===== config.mk =====
export PLATFORM = sky130hd
export DESIGN_NAME = square_reg_recv
export DESIGN_NICKNAME = d
export VERILOG_FILES = /design/src/rtl/square_reg_recv.sv
export SDC_FILE = /design/constraint.sdc
export NUM_CORES = 1
export LEC_CHECK = 0
export BUFFER_PORTS_ARGS = -buffer_cell sky130_fd_sc_hd__buf_2
export CELL_PAD_IN_SITES_DETAIL_PLACEMENT = 1
export CELL_PAD_IN_SITES_GLOBAL_PLACEMENT = 2
export CORE_AREA = 2 2 66 100
export CTS_BUF_LIST = sky130_fd_sc_hd__clkbuf_16
export CTS_CLUSTER_DIAMETER = 100
export DETAILED_ROUTE_END_ITERATION = 10
export DIE_AREA = 0 0 68 102
export MAX_ROUTING_LAYER = met4
export PLACE_DENSITY = 0.91
export SLEW_MARGIN = 15
export SYNTH_ARGS = -nofsm -noshare
export SYNTH_HDL_FRONTEND = slang
export SYNTH_SLANG_ARGS = --single-unit

===== constraint.sdc =====
create_clock -name CLK -period 6.9 [get_ports CLK]
set_clock_uncertainty 0.2 [all_clocks]
set_input_delay 1.035 -clock CLK [delete_from_list [all_inputs] [get_ports CLK]]
set_output_delay 1.035 -clock CLK [all_outputs]
set_load 0.1 [all_outputs]

===== src/rtl/square_reg_recv.sv =====
// Square-channel register write receiver: buffers up to two CPU writes to $4000-$4003
// and retires one per ACLK tick, updating the decoded fields and pulsing WR0..WR3.
module square_reg_recv (
  input  logic        CLK,
  input  logic        n_RES,
  input  logic        aclk_tick,
  input  logic        wr_en,
  input  logic [1:0]  addr,
  input  logic [7:0]  DB,
  input  logic        ovf_clr,
  output logic        WR0,
  output logic        WR1,
  output logic        WR2,
  output logic        WR3,
  output logic [1:0]  duty,
  output logic        lc_halt,
  output logic        const_vol,
  output logic [3:0]  vol,
  output logic [7:0]  sweep,
  output logic [10:0] period,
  output logic [4:0]  lc_index,
  output logic [1:0]  pending,
  output logic        overflow
);

  typedef struct packed {
    logic [1:0] a;
    logic [7:0] d;
  } entry_t;

  entry_t      q0_q, q0_d;
  entry_t      q1_q, q1_d;
  logic [1:0]  cnt_q, cnt_d;
  logic        ovf_q, ovf_d;
  logic [3:0]  wr_q, wr_d;
  logic [7:0]  r4000_q, r4000_d;
  logic [7:0]  sweep_q, sweep_d;
  logic [10:0] period_q, period_d;
  logic [4:0]  lc_idx_q, lc_idx_d;

  logic        pop, push, drop;
  logic [1:0]  base;
  entry_t      new_e;

  always_comb begin
    // Pop only drains entries present before this edge, so a same-edge push never pops.
    pop   = aclk_tick && (cnt_q != 2'd0);
    push  = wr_en && ((cnt_q != 2'd2) || pop);
    drop  = wr_en && (cnt_q == 2'd2) && !pop;
    base  = cnt_q - {1'b0, pop};
    new_e = '{a: addr, d: DB};

    q0_d     = q0_q;
    q1_d     = q1_q;
    cnt_d    = base + {1'b0, push};
    wr_d     = 4'b0000;
    r4000_d  = r4000_q;
    sweep_d  = sweep_q;
    period_d = period_q;
    lc_idx_d = lc_idx_q;

    if (pop) q0_d = q1_q;
    if (push) begin
      if (base == 2'd0) q0_d = new_e;
      else              q1_d = new_e;
    end

    if (pop) begin
      wr_d[q0_q.a] = 1'b1;
      case (q0_q.a)
        2'd0: r4000_d = q0_q.d;
        2'd1: sweep_d = q0_q.d;
        2'd2: period_d[7:0] = q0_q.d;
        default: begin
          period_d[10:8] = q0_q.d[2:0];
          lc_idx_d       = q0_q.d[7:3];
        end
      endcase
    end

    // A drop in the same cycle as a clear leaves the flag set.
    ovf_d = drop ? 1'b1 : (ovf_clr ? 1'b0 : ovf_q);
  end

  always_ff @(posedge CLK or negedge n_RES) begin
    if (!n_RES) begin
      cnt_q    <= 2'd0;
      ovf_q    <= 1'b0;
      wr_q     <= 4'b0000;
      r4000_q  <= 8'h00;
      sweep_q  <= 8'h00;
      period_q <= 11'h000;
      lc_idx_q <= 5'h00;
    end else begin
      cnt_q    <= cnt_d;
      ovf_q    <= ovf_d;
      wr_q     <= wr_d;
      r4000_q  <= r4000_d;
      sweep_q  <= sweep_d;
      period_q <= period_d;
      lc_idx_q <= lc_idx_d;
    end
  end

  // Slot contents are only meaningful below cnt_q, so they need no reset.
  always_ff @(posedge CLK) begin
    q0_q <= q0_d;
    q1_q <= q1_d;
  end

  assign {WR3, WR2, WR1, WR0} = wr_q;
  assign duty      = r4000_q[7:6];
  assign lc_halt   = r4000_q[5];
  assign const_vol = r4000_q[4];
  assign vol       = r4000_q[3:0];
  assign sweep     = sweep_q;
  assign period    = period_q;
  assign lc_index  = lc_idx_q;
  assign pending   = cnt_q;
  assign overflow  = ovf_q;

endmodule


==> results.md, run 1 <==
- Worst-path clk slew: ~0.050 ns
- Crit path max fanout: 13
- Synth Net Count: between 150 and 200
- Diode count: 0
- IO Count: between 50 and 60
- Vias per cell: a little under 5
- Area Growth Syn to Fin: 26.2%
- Fin. Hold Viols: 0
- GPL Wtd Cong: approximately 0.76
- H-tree depth: 3
- Hold Crit Depth: 1
- # DRC: 0
- Routed length per instance: ~16 µm
- Die height: ~100 µm
- CTS buffer count: 9
- Final setup fails: 0
- IO buf count: 53
- Die area: between 0.006 and 0.007 mm²
- Hold Buf Count CTS: 0
- Largest net degree at the start of global routing: 40
- Max Slew Vio Count: 0
- Critical setup path kind: input port to flop
- Final HPWL DP: 3350 µm
- Final #Nets: 236
- Via count: around 1,500
- First DRT Iteration DRCs: 95
- # resized after CTS: 0
- Final cycle utilization of the critical path: about two fifths
- Gr usage total: 16.0%
- Maximum clock insertion buffer count: 2
- Vias in the first global route: 1,513
- Status: finished, final reports clean
- Die Width: between 60 and 70 µm
- Rows: 35
- Root Driver: clkbuf_16
- Setup crit start kind: input port
- Remaining global-route overflow: 0
- TNS Setup: 0 ns
- Post-CTS setup buffer count: 0
- Clk sink count: about 60
- Synthesized instance count: about 160
- Register Area: roughly 0.0015 mm²
- Fin crit period: around 2.7 ns
- Effective utilization at floorplan: 37.2%
- WL final: about 4700 µm
- Drt first pass iters: 4
- Filler cell count: approximately 650
- Slew headroom: between 40 and 50%
- Worst path required time: 6.72 ns
- Clock latency on the worst-skew pair: slightly above 0.3 ns
- Worst min-delay path class: flop to flop
- Post-route ant nets: 0
- RSZ-0062 raised after global routing: no
- CP arrival: between 2 and 3 ns
- Synth Warn #: 0
- Cell Area, Synth: 0.00225 mm²
- Post-synth EDFFs: 10
- Worst-Margin Slew: ~0.87 ns
- Layout cells sized above 1: 44.7%
- Initial antenna violation count: 0
- Area of the multi-input gates: slightly above 700 µm²
- Commonest register cell after synthesis: dfrtp_1
- Cell count of the worst reg-to-reg path: 4
- Crit. End Element: flop
- Syn avg cell area: ~14 µm²
- # Max-Cap Violations: 0
- Synth unique cells: 26
- CTS tree: yes
- #FFs+latches synth: ~60
- First-pass GRT wire length: 7760 µm
- Core area: a little over 0.006 mm²
- Register area share after synthesis: 65.7%
- Asr flop ratio synth: 66.1%
- Fmax achieved: approximately 0.37 GHz
## cell families after synthesis
| logic type | synth area share [%] |
|---|---|
| DFF | 65.7 |
| buffers and inverters | 2.56 |
| AOI/OAI and AO/OA | 5.40 |
| and+or+nand+nor | 9.02 |
| muxes | 17.4 |
## flip-flops by register name, summed over array words and instances, names as in the netlist
| name | count |
|---|---|
| q0_q | 10 |
| overflow | 1 |
| wr_q | 4 |
| lc_index | 5 |
| sweep | 8 |
| q1_q | 10 |
| r4000_q | 8 |
| period | 11 |
| pending | 2 |
## synth_stat cells (all sizes together), types with 2 or more instances
cell,n,area [µm²]
dfrtp,39,976
mux2,32,390
nand2,22,82.6
a31oi,10,62.6
dfxtp,10,200
edfxtp,10,300
nor3,10,50.1
buf,5,31.3
inv,4,15.0
clkbuf,3,11.3
nand2b,3,18.8
nand3,2,10.0
nor3b,2,15.0
o21a,2,15.0
o21ai,2,13.8
## worst paths after layout
check,from,to,slack [ns]
worst min register to register,period[8],period[8],0.30
worst min-delay path,period[8],period[8],0.30
max in group asynchronous,n_RES,pending[0],5.31
worst max register to register,pending[0],q1_q[4],4.51
worst max-delay path,aclk_tick,q1_q[4],4.18
min in group asynchronous,n_RES,lc_index[0],0.63
## cell type report
type	count	area share, %
clock buffer	9	7.94
sequential	59	52.1
multi-input combinational	93	25.5
timing repair buffer	54	9.62
clock inverter	7	1.06
inverter	4	0.529
tap	74	3.26
## layer usage
| metal | vias to the layer above | GRT usage [%] | routed length (µm) |
|---|---|---|---|
| met5 | - | - | 0 |
| met1 | 753 | 18.8 | 1920 |
| li1 | 694 | - | - |
| met4 | 0 | 8.00 | 86 |
| met2 | 32 | 24.6 | 2500 |
| met3 | 6 | 4.52 | 183 |
## critical path: stages
cell      delay (ns)
buf_2           0.14
nor2b_1         0.66
inv_1           0.08
a21boi_0        0.38
buf_4           0.24
## through the flow
step | utilization (%) | instance area (µm²) | cells | setup WS (ns) | hold slack [ns]
floorplan | - | 2250 | 164 | 3.97 | 0.276
detailed placement | 42.7 | 2580 | 284 | 3.83 | 0.289
global route | 46.9 | 2840 | 300 | 3.97 | 0.315
global placement | 42.7 | 2580 | 284 | 3.97 | 0.285
finish | 46.9 | 2840 | 300 | 4.18 | 0.301
CTS | 46.9 | 2840 | 300 | 4.18 | 0.305
## cell usage in the layout, fill, tap and decap left out, drive strengths merged
master  count
a311oi      1
inv         6
buf        54
nor2b       1
and2b       1
dfrtp      39
edfxtp     10
nand2b      3
o21ai       2
dfxtp      10
clkinv      5
a21boi      1
nor3       10
or3         1
mux2       32
nor3b       2
a31oi      10
nand3       2
o32ai       1
o21a        2
nand2      22
a21oi       1
clkbuf      9
or2         1
Power of run 1 is not shown: default switching activity piles up to over one toggle a cycle in this logic, so the estimate is an artifact.
==> run 2, diff against run 1 <==
--- a/config.mk
+++ b/config.mk
@@ -8,13 +8,13 @@
 export BUFFER_PORTS_ARGS = -buffer_cell sky130_fd_sc_hd__buf_2
 export CELL_PAD_IN_SITES_DETAIL_PLACEMENT = 1
 export CELL_PAD_IN_SITES_GLOBAL_PLACEMENT = 2
-export CORE_AREA = 2 2 66 100
+export CORE_AREA = 2 2 72 108
 export CTS_BUF_LIST = sky130_fd_sc_hd__clkbuf_16
 export CTS_CLUSTER_DIAMETER = 100
 export DETAILED_ROUTE_END_ITERATION = 10
-export DIE_AREA = 0 0 68 102
+export DIE_AREA = 0 0 74 110
 export MAX_ROUTING_LAYER = met4
-export PLACE_DENSITY = 0.91
+export PLACE_DENSITY = 0.82
 export SLEW_MARGIN = 15
 export SYNTH_ARGS = -nofsm -noshare
 export SYNTH_HDL_FRONTEND = slang
==> constraint.sdc (replaced) <==
create_clock -name CLK -period 2.5 [get_ports CLK]
set_clock_uncertainty 0.2 [all_clocks]
set_input_delay 0.375 -clock CLK [delete_from_list [all_inputs] [get_ports CLK]]
set_output_delay 0.375 -clock CLK [all_outputs]
set_load 0.1 [all_outputs]
==> results.md, run 2 (synthesis results as in run 1) <==
- Maximum clock insertion buffer count: 2
- Slew headroom: between 40% and 50%
- Cell count of the worst reg-to-reg path: 3
- Via count: 1,491
- Fmax achieved: roughly 0.48 GHz
- Die height: 110 µm
- Hold Path Sink: overflow
- Crit. End Element: flop
- CTS tree: yes
- Die Width: ~74 µm
- Max Slew Vio Count: 0
- Vias per cell: roughly 4.5
- Final setup fails: 0
- First DRT Iteration DRCs: 37
- R2R Path Start: pending[1]
- Routed length per instance: ~16 µm
- Area Growth Syn to Fin: 30.2%
- Worst-Margin Slew: about 0.85 ns
- Remaining global-route overflow: 0
- Final #Nets: approximately 240
- Worst min-delay path class: input port to flop
- # DRC: 0
- Critical register-to-register path endpoint: r4000_q[2]
- Setup crit start kind: flop
- Critical setup path kind: flop to flop
- TNS Setup: 0 ns
- Hold Buf Count CTS: 1
- R2r setup slk: roughly 0.44 ns
- Vias in the first global route: between 1,500 and 2,000
- Die area: 0.00814 mm²
- Drt first pass iters: 4
- Clk sink count: slightly below 60
- Core area: slightly above 0.007 mm²
- H-tree depth: 3
- Hold Path Origin: ovf_clr
- Effective utilization at floorplan: 31.3%
- Post-route ant nets: 0
- First-pass GRT wire length: between 8000 and 9000 µm
- Worst path required time: roughly 2.5 ns
- CP arrival: approximately 2.1 ns
- Rows: 38
- Final cycle utilization of the critical path: roughly 83%
- Largest net degree at the start of global routing: 40
- Root Driver: clkbuf_16
- GPL Wtd Cong: a little over 0.7
- # resized after CTS: 0
- IO Count: 54
- Core Util, Final: between 40% and 50%
- Layout cells sized above 1: 44.8%
- Gr usage total: 14.8%
- Hold Crit Depth: 2
- Clock latency on the worst-skew pair: roughly 0.32 ns
- Diode count: 0
- Fin crit period: between 2 and 2.5 ns
- Worst-path clk slew: roughly 0.05 ns
- Post-CTS setup buffer count: 0
- RSZ-0062 raised after global routing: no
- Fin. Hold Viols: 0
- Crit path max fanout: 13
- Commonest non-fill, non-tap cells in the layout: 53 x buf_2, 38 x dfrtp_1, 24 x mux2_2, 22 x nand2_1
- Final HPWL DP: around 3700 µm
- Initial antenna violation count: 0
- CTS buffer count: 9
- WL final: about 5200 µm
- Filler cell count: 795
- Commonest non-fill, non-tap cell in the layout: buf_2
- Status: finished, final reports clean
- # Max-Cap Violations: 0
- Largest register FFs: 11
- IO buf count: 53
run 2: cell count changes in the layout (fill, tap and decap cells not counted), moves of 2 or more:
cell and delta:
nor3b_2 -2, clkinv_2 -2, nor3b_1 +2, inv_1 +2
buf_4 +5
run 2: area by class of cell:
cell class	count	area, µm²	area share, %
Inverter	4	15.0	0.513
Tap cell	100	125	4.28
Multi-Input combinational cell	93	714	24.4
Clock buffer	10	250	8.55
Sequential cell	59	1480	50.5
Timing Repair Buffer	60	320	10.9
Clock inverter	6	23.8	0.812
run 2: through the flow:
stage	area [µm²]	hold slack [ns]	setup slack, ns	instances
finish	2930	0.0286	0.436	332
global placement	2640	0.285	0.473	315
floorplan	2250	-0.121	0.154	164
CTS	2930	0.0182	0.402	332
detailed placement	2640	0.291	0.392	315
global route	2930	0.0262	0.298	332
run 2: critical path, stage by stage (launching register included):
cell and delay (ns):
dfrtp_1 0.45, o21ai_2 0.45, or3_1 0.50, mux2_4 0.35
run 2: metal layers:
| metal | global-route usage [%] | wire [µm] |
|---|---|---|
| met2 | 24.9 | 2820 |
| met4 | 9.35 | 194 |
| met1 | 15.1 | 2040 |
| met5 | - | 0 |
| met3 | 3.91 | 144 |
run 2: worst max path at each step:
stage,startpoint,end,slack [ns],depth (start not counted)
2_1_floorplan,pending[0],q1_q[0],0.15,4
3_3_place_gp,pending[0],r4000_q[4],0.47,3
3_5_place_dp,pending[1],r4000_q[3],0.39,3
4_1_cts,pending[1],r4000_q[2],0.40,3
5_1_grt,pending[1],r4000_q[2],0.30,3
6_report,pending[1],r4000_q[2],0.44,3
Power of run 2 is left out for the same reason.
